`config.mk`:
```
export PLATFORM = sky130hd
export DESIGN_NAME = tub_scan_driver_flat
export DESIGN_NICKNAME = d
export VERILOG_FILES = /design/src/rtl/tub_scan_driver_pkg.sv /design/src/rtl/tub_scan_driver_if.sv /design/src/rtl/tub_scan_driver_hex_to_seg.sv /design/src/rtl/tub_scan_driver.sv /design/src/flat_wrapper.sv
export SDC_FILE = /design/constraint.sdc
export NUM_CORES = 1
export LEC_CHECK = 0
export ABC_AREA = 1
export BUFFER_PORTS_ARGS = -buffer_cell sky130_fd_sc_hd__buf_2
export CAP_MARGIN = 0
export CORE_ASPECT_RATIO = 0.7
export CORE_MARGIN = 5
export CORE_UTILIZATION = 45
export CTS_CLUSTER_SIZE = 30
export DETAILED_ROUTE_END_ITERATION = 10
export PLACE_DENSITY_LB_ADDON = 0.08
export SLEW_MARGIN = 10
export SYNTH_ARGS = -nofsm -noshare
export SYNTH_HDL_FRONTEND = slang
export SYNTH_SLANG_ARGS = --single-unit
export TNS_END_PERCENT = 100
```
`constraint.sdc`:
```
create_clock -name clk -period 1.8 [get_ports clk]
set_clock_uncertainty 0.05 [all_clocks]
set_input_delay 0.18 -clock clk [delete_from_list [all_inputs] [get_ports clk]]
set_output_delay 0.18 -clock clk [all_outputs]
set_load 0.03 [all_outputs]
```
`src/rtl/tub_scan_driver_pkg.sv`:
```
// Shared constants and types for the seven-segment scan driver.
// Segment bytes are {a,b,c,d,e,f,g,dp}, active-high.
package tub_pkg;

   localparam int         DIGITS   = 8;
   localparam logic [7:0] SEL_BASE = 8'h80;

   localparam logic [7:0] SEG_BLANK = 8'h00;
   localparam logic [7:0] SEG_0 = 8'hFC;
   localparam logic [7:0] SEG_1 = 8'h60;
   localparam logic [7:0] SEG_2 = 8'hDA;
   localparam logic [7:0] SEG_3 = 8'hF2;
   localparam logic [7:0] SEG_4 = 8'h66;
   localparam logic [7:0] SEG_5 = 8'hB6;
   localparam logic [7:0] SEG_6 = 8'hBE;
   localparam logic [7:0] SEG_7 = 8'hE0;
   localparam logic [7:0] SEG_8 = 8'hFE;
   localparam logic [7:0] SEG_9 = 8'hF6;
   localparam logic [7:0] SEG_A = 8'hEE;
   localparam logic [7:0] SEG_B = 8'h3E;
   localparam logic [7:0] SEG_C = 8'h9C;
   localparam logic [7:0] SEG_D = 8'h7A;
   localparam logic [7:0] SEG_E = 8'h9E;
   localparam logic [7:0] SEG_F = 8'h8E;

   // One complete display image: digits plus the three per-digit masks.
   typedef struct packed {
      logic [31:0] digits;
      logic [7:0]  dp;
      logic [7:0]  blank;
      logic [7:0]  blink;
   } disp_cfg_t;

endpackage

```
`src/rtl/tub_scan_driver_if.sv`:
```
// Producer-to-scanner display bus: image inputs, load strobe and the
// multiplexed board-facing outputs.
interface tub_scan_driver_if;

   logic [31:0] digits;
   logic [7:0]  dp_mask;
   logic [7:0]  blank_mask;
   logic [7:0]  blink_mask;
   logic        load;

   logic [7:0]  tub_segments1;
   logic [7:0]  tub_segments2;
   logic [7:0]  tub_segment_select;
   logic        frame_done;

   modport master (
      output digits, dp_mask, blank_mask, blink_mask, load,
      input  tub_segments1, tub_segments2, tub_segment_select, frame_done
   );

   modport slave (
      input  digits, dp_mask, blank_mask, blink_mask, load,
      output tub_segments1, tub_segments2, tub_segment_select, frame_done
   );

endinterface

```
`src/rtl/tub_scan_driver_hex_to_seg.sv`:
```
// Combinational hex code + decimal point to seven-segment pattern.
// Every code is defined so any display producer can reuse it.
module hex_to_seg
   import tub_pkg::*;
(
   input  logic [3:0] code,
   input  logic       dp,
   output logic [7:0] seg
);

   // Letterforms A,b,C,d,E,F; dp rides in bit 0.
   always_comb begin
      seg = SEG_BLANK;
      case (code)
         4'h0: seg = SEG_0;
         4'h1: seg = SEG_1;
         4'h2: seg = SEG_2;
         4'h3: seg = SEG_3;
         4'h4: seg = SEG_4;
         4'h5: seg = SEG_5;
         4'h6: seg = SEG_6;
         4'h7: seg = SEG_7;
         4'h8: seg = SEG_8;
         4'h9: seg = SEG_9;
         4'hA: seg = SEG_A;
         4'hB: seg = SEG_B;
         4'hC: seg = SEG_C;
         4'hD: seg = SEG_D;
         4'hE: seg = SEG_E;
         4'hF: seg = SEG_F;
         default: seg = SEG_BLANK;
      endcase
      seg[0] = dp;
   end

endmodule

```
`src/rtl/tub_scan_driver.sv`:
```
// Eight-digit seven-segment scanner. Digits are shown one at a time at
// DIGIT_HZ; new images are staged in a pending register and only become
// active on the frame boundary so a frame never mixes two images.
module tub_scan_driver
   import tub_pkg::*;
#(
   parameter int CLK_HZ   = 100_000_000,
   parameter int DIGIT_HZ = 1000,
   parameter int BLINK_HZ = 2
) (
   input logic              clk,
   input logic              reset,
   tub_scan_driver_if.slave bus
);

   localparam int DIV       = CLK_HZ / DIGIT_HZ;
   localparam int BLINK_DIV = CLK_HZ / (2 * BLINK_HZ);
   localparam int DW        = $clog2(DIV + 1);
   localparam int BW        = $clog2(BLINK_DIV + 1);
   localparam logic [DW-1:0] DIV_LAST   = DW'(DIV - 1);
   localparam logic [BW-1:0] BLINK_LAST = BW'(BLINK_DIV - 1);

   logic [DW-1:0] div_cnt;
   logic [2:0]    idx;
   logic          tick;
   logic          frame_tick;

   logic [BW-1:0] blink_cnt;
   logic          blink_phase;

   disp_cfg_t     cfg_in;
   disp_cfg_t     pending;
   disp_cfg_t     active;
   logic          pend_vld;

   logic [DIGITS-1:0][7:0] lane_pat;
   logic [7:0]    cur_pat;
   logic          hide;

   logic [7:0]    seg1_q;
   logic [7:0]    seg2_q;
   logic [7:0]    sel_q;

   assign tick       = (div_cnt == DIV_LAST);
   assign frame_tick = tick && (idx == 3'd7);

   assign cfg_in = '{digits: bus.digits,
                     dp:     bus.dp_mask,
                     blank:  bus.blank_mask,
                     blink:  bus.blink_mask};

   // Digit-rate divider and scan index; index wraps 7->0 at frame end.
   always_ff @(posedge clk or negedge reset) begin
      if (!reset) begin
         div_cnt <= '0;
         idx     <= 3'd0;
      end else if (tick) begin
         div_cnt <= '0;
         idx     <= idx + 3'd1;
      end else begin
         div_cnt <= div_cnt + 1'b1;
      end
   end

   // Free-running blink phase, shared by all blinking digits.
   always_ff @(posedge clk or negedge reset) begin
      if (!reset) begin
         blink_cnt   <= '0;
         blink_phase <= 1'b0;
      end else if (blink_cnt == BLINK_LAST) begin
         blink_cnt   <= '0;
         blink_phase <= ~blink_phase;
      end else begin
         blink_cnt   <= blink_cnt + 1'b1;
      end
   end

   // Stage loads; promote to active only on the frame boundary. A load
   // landing on the boundary itself bypasses pending so it is not a frame late.
   always_ff @(posedge clk or negedge reset) begin
      if (!reset) begin
         pending  <= '0;
         active   <= '0;
         pend_vld <= 1'b0;
      end else if (frame_tick) begin
         if (bus.load) begin
            active   <= cfg_in;
            pend_vld <= 1'b0;
         end else if (pend_vld) begin
            active   <= pending;
            pend_vld <= 1'b0;
         end
      end else if (bus.load) begin
         pending  <= cfg_in;
         pend_vld <= 1'b1;
      end
   end

   // One decoder per digit position; the scan index just picks a lane.
   for (genvar k = 0; k < DIGITS; k++) begin : g_lane
      hex_to_seg u_dec (
         .code (active.digits[31-4*k -: 4]),
         .dp   (active.dp[DIGITS-1-k]),
         .seg  (lane_pat[k])
      );
   end

   // Mask bit for digit k sits at 7-k, i.e. ~idx.
   always_comb begin
      hide    = active.blank[~idx] | (active.blink[~idx] & blink_phase);
      cur_pat = hide ? SEG_BLANK : lane_pat[idx];
   end

   // Register outputs so the board only ever sees clean edges.
   always_ff @(posedge clk or negedge reset) begin
      if (!reset) begin
         seg1_q <= 8'h00;
         seg2_q <= 8'h00;
         sel_q  <= 8'h00;
      end else begin
         seg1_q <= idx[2] ? SEG_BLANK : cur_pat;
         seg2_q <= idx[2] ? cur_pat   : SEG_BLANK;
         sel_q  <= SEL_BASE >> idx;
      end
   end

   assign bus.tub_segments1      = seg1_q;
   assign bus.tub_segments2      = seg2_q;
   assign bus.tub_segment_select = sel_q;
   assign bus.frame_done         = frame_tick;

endmodule

```
`src/flat_wrapper.sv`:
```
// flat-port wrapper written by rule: the top's interface ports become plain ports
module tub_scan_driver_flat import tub_pkg::*;
#(
   parameter int CLK_HZ   = 100_000_000,
   parameter int DIGIT_HZ = 1000,
   parameter int BLINK_HZ = 2
)
  (clk, reset, bus_digits, bus_dp_mask, bus_blank_mask, bus_blink_mask, bus_load, bus_tub_segments1, bus_tub_segments2, bus_tub_segment_select, bus_frame_done);
  tub_scan_driver_if bus_i ();
  input logic clk;
  input logic reset;
  input wire logic [$bits(bus_i.digits)-1:0] bus_digits;
  input wire logic [$bits(bus_i.dp_mask)-1:0] bus_dp_mask;
  input wire logic [$bits(bus_i.blank_mask)-1:0] bus_blank_mask;
  input wire logic [$bits(bus_i.blink_mask)-1:0] bus_blink_mask;
  input wire logic [$bits(bus_i.load)-1:0] bus_load;
  output wire logic [$bits(bus_i.tub_segments1)-1:0] bus_tub_segments1;
  output wire logic [$bits(bus_i.tub_segments2)-1:0] bus_tub_segments2;
  output wire logic [$bits(bus_i.tub_segment_select)-1:0] bus_tub_segment_select;
  output wire logic [$bits(bus_i.frame_done)-1:0] bus_frame_done;
  assign bus_i.digits = bus_digits;
  assign bus_i.dp_mask = bus_dp_mask;
  assign bus_i.blank_mask = bus_blank_mask;
  assign bus_i.blink_mask = bus_blink_mask;
  assign bus_i.load = bus_load;
  assign bus_tub_segments1 = bus_i.tub_segments1;
  assign bus_tub_segments2 = bus_i.tub_segments2;
  assign bus_tub_segment_select = bus_i.tub_segment_select;
  assign bus_frame_done = bus_i.frame_done;
  tub_scan_driver #(.CLK_HZ(CLK_HZ), .DIGIT_HZ(DIGIT_HZ), .BLINK_HZ(BLINK_HZ)) u_core (.clk(clk), .reset(reset), .bus(bus_i));
endmodule
```
==> run metrics <==
outcome=complete, but fails checks; failing checks=setup timing; H-tree Lvls=4; ys flop type=dfrtp_1; RSZ-0062 raised after global routing=true; CTS root buffer=clkbuf_16; met2 wire length=12.79 mm; # rows=47; diode count=0; CTS tree=yes; Mapped Area=0.01102 mm^2; Post-Route WL=30.35 mm; Core Area=0.02388 mm^2; total track usage=0.2145; Die X=197.0 um; number of CTS-inserted buffers=17; largest net degree at the start of global routing=62; power per cell area=622.0 mW/mm^2; Ys Warns=0; area of the multi-input gates=0.005665 mm^2; Worst Setup Path Type=reg2out; most common cell in the synthesized netlist=nand2_1; WP data required=1.57 ns; slack of the critical path=-0.1545 ns; metal3 WL=1.686 mm; die footprint=0.02777 mm^2; Max FO, Critical Path=2; Final Cycle Share=1.086; Residual DRC=0; initial antenna violation count=0; Clk Latency, worst-skew pair=0.44 ns; setup slack, reg-to-reg=-0.13 ns; Die H=140.9 um; Mapped Nets=1,576; antenna-violating nets left=0; crit path launch type=flop; Post-synth EDFFs=0; final setup fails=96; Fillers=2,227; Reg clk slew, reported paths=0.07 ns; final core occ=0.5766; register area=0.004582 mm^2; max cap viols=0; post-layout net count=1,740; Initial Util=0.4616; RD Place Congestion=0.8898; Yosys top cell by area=dfrtp_1; grt total ovfl=0; Max rail drop VDD=0.0006512 V; Area contributors post-synth=dfrtp_1 (42%), nand2_1 (15%), nand3_1 (11%); Iter 0 DRT Violations=750; final hold vios=0; most common library cells after synthesis=nand2_1 (449), nand3_1 (232), dfrtp_1 (183); global-route wire length before repair=48.79 mm; register area share after synthesis=0.4155; highest clock rate=511.6 MHz; Max-slew headroom=0.6411; Setup Total Neg Slack=-6.886 ns; vias per inst=5.131; post-DR wirelength/cell=15.54 um; max-slew violation count=0; Yosys reg bits=183; # port buffers=83; worst hold path class=in2async; CTS max path bufs=2; WL met1=15.52 mm; share of cells above drive strength 1=0.1657; crit path DAT=1.72 ns; critical path endpoint category=output pin; Layout area overhead=24.92%; Worst-Margin Slew=0.5384 ns; first-pass iteration count of the detailed router=5; routed via count=10,020; Synth cell types=32; highest routed layer=met4; Sink Count=183; half-perimeter wire length after placement=20.30 mm; Synth async-reset ratio=1.000; Synth top area share=0.4155; vias in the first global route=9,431; io pins=84; Mean Syn Cell Area=7.543 um^2; static leakage=6.923 nW; final worst path period need=1.955 ns; Mapped Cells=1,461
-- final cells by class --
| type | count | area share |
|---|---|---|
| multi-input cells | 1072 | 0.4115 |
| flip-flops and latches | 183 | 0.3328 |
| repair buffers | 220 | 0.1507 |
| inverters | 131 | 0.03626 |
| clock buffers | 22 | 0.03445 |
| well taps | 318 | 0.02890 |
| clock inverters | 7 | 0.005362 |
-- worst max-delay path, stage by stage (launching register included) --
cell	delay [ns]
dfrtp_1	0.39
ha_4	0.17
nand2_4	0.06
nor2_4	0.10
inv_2	0.06
nor2_4	0.07
nand2_2	0.07
nor2_4	0.13
buf_12	0.13
buf_8	0.11
-- layer usage --
layer,up-vias,GRT usage
met1,4697,0.3278
met2,251,0.3191
met5,-,0
li1,5049,-
met4,0,0.04522
met3,23,0.03840
-- sequential cells by signal, summed over array words and instances (netlist names) --
signal	cells
u_core.blink_phase	1
u_core.active	56
u_core.bus.tub_segments1	8
u_core.pending	56
u_core.div_cnt	17
u_core.bus.tub_segment_select	8
u_core.bus.tub_segments2	8
u_core.blink_cnt	25
u_core.idx	3
u_core.pend_vld	1
-- power breakdown --
group,switching [W],internal [W]
registers,0.0000537,0.00422
logic,0.000335,0.000338
clock network,0.00162,0.00200
total,0.00201,0.00656
-- final timing paths --
| check | end | startpoint | cells past startpoint |
|---|---|---|---|
| max | bus_frame_done | u_core.div_cnt[0] | 9 |
| min | u_core.bus.tub_segment_select[2] | reset | 2 |
| max reg2reg | u_core.active[55] | u_core.div_cnt[0] | 13 |
| min reg2reg | u_core.pending[31] | u_core.pending[31] | 2 |
| max in group asynchronous | u_core.active[23] | reset | 3 |
| min in group clk | u_core.pending[8] | bus_load | 4 |
-- repair_timing --
action / in CTS / in global routing
gates cloned: 6 / 6
pin swaps: 26 / 19
setup buffers: 9 / 7
hold buffers: 57 / 0
hold endpoints to repair: 102 / 0
setup endpoints to repair: 27 / 131
gates resized for setup: 20 / 25
-- cell usage in the layout (no fill, tap or decap), drive strengths merged, types with 2 or more instances in the layout --
cell type	n
clkinv	5
mux2	43
and2	2
bufbuf	5
inv	129
a31oi	5
dfrtp	183
nand3	233
ha	56
xor2	17
dlygate4sd3	57
nor3	18
o211ai	21
nand2	452
clkbuf	27
a21oi	36
o21ai	51
xnor2	5
clkinvlp	3
nor2	113
buf	153
nand4	11
or2	5
-- logic make-up (layout without fill, tap and decap cells) --
family                   count (synthesis)  after routing  share of synthesized area
AND/OR/NAND/NOR                        836            836                     0.3207
buffers and inverters                  206            380                    0.08072
flip-flops                             183            183                     0.4155
AO/OA/AOI/OAI                          115            115                    0.05802
adder cells (fa/ha/maj)                 56             56                    0.06358
multiplexers                            43             43                    0.04394
XOR/XNOR                                22             22                    0.01748
-- through the flow --
stage	setup WS, ns	total power (W)	hold WS, ns	instance area, um^2	instances
after CTS	-0.2233	0.008602	0.2053	13460	1940
after floorplan	0.1173	0.004626	-0.1656	11020	1461
after detailed placement	-0.06663	0.004891	0.1437	12020	1840
after global routing	-0.2333	0.008891	0.2265	13770	1953
after global placement	-0.04178	0.004883	0.1452	12020	1840
final	-0.1545	0.008563	0.2271	13770	1953
Note: power is estimated with default switching activity, not from simulation.
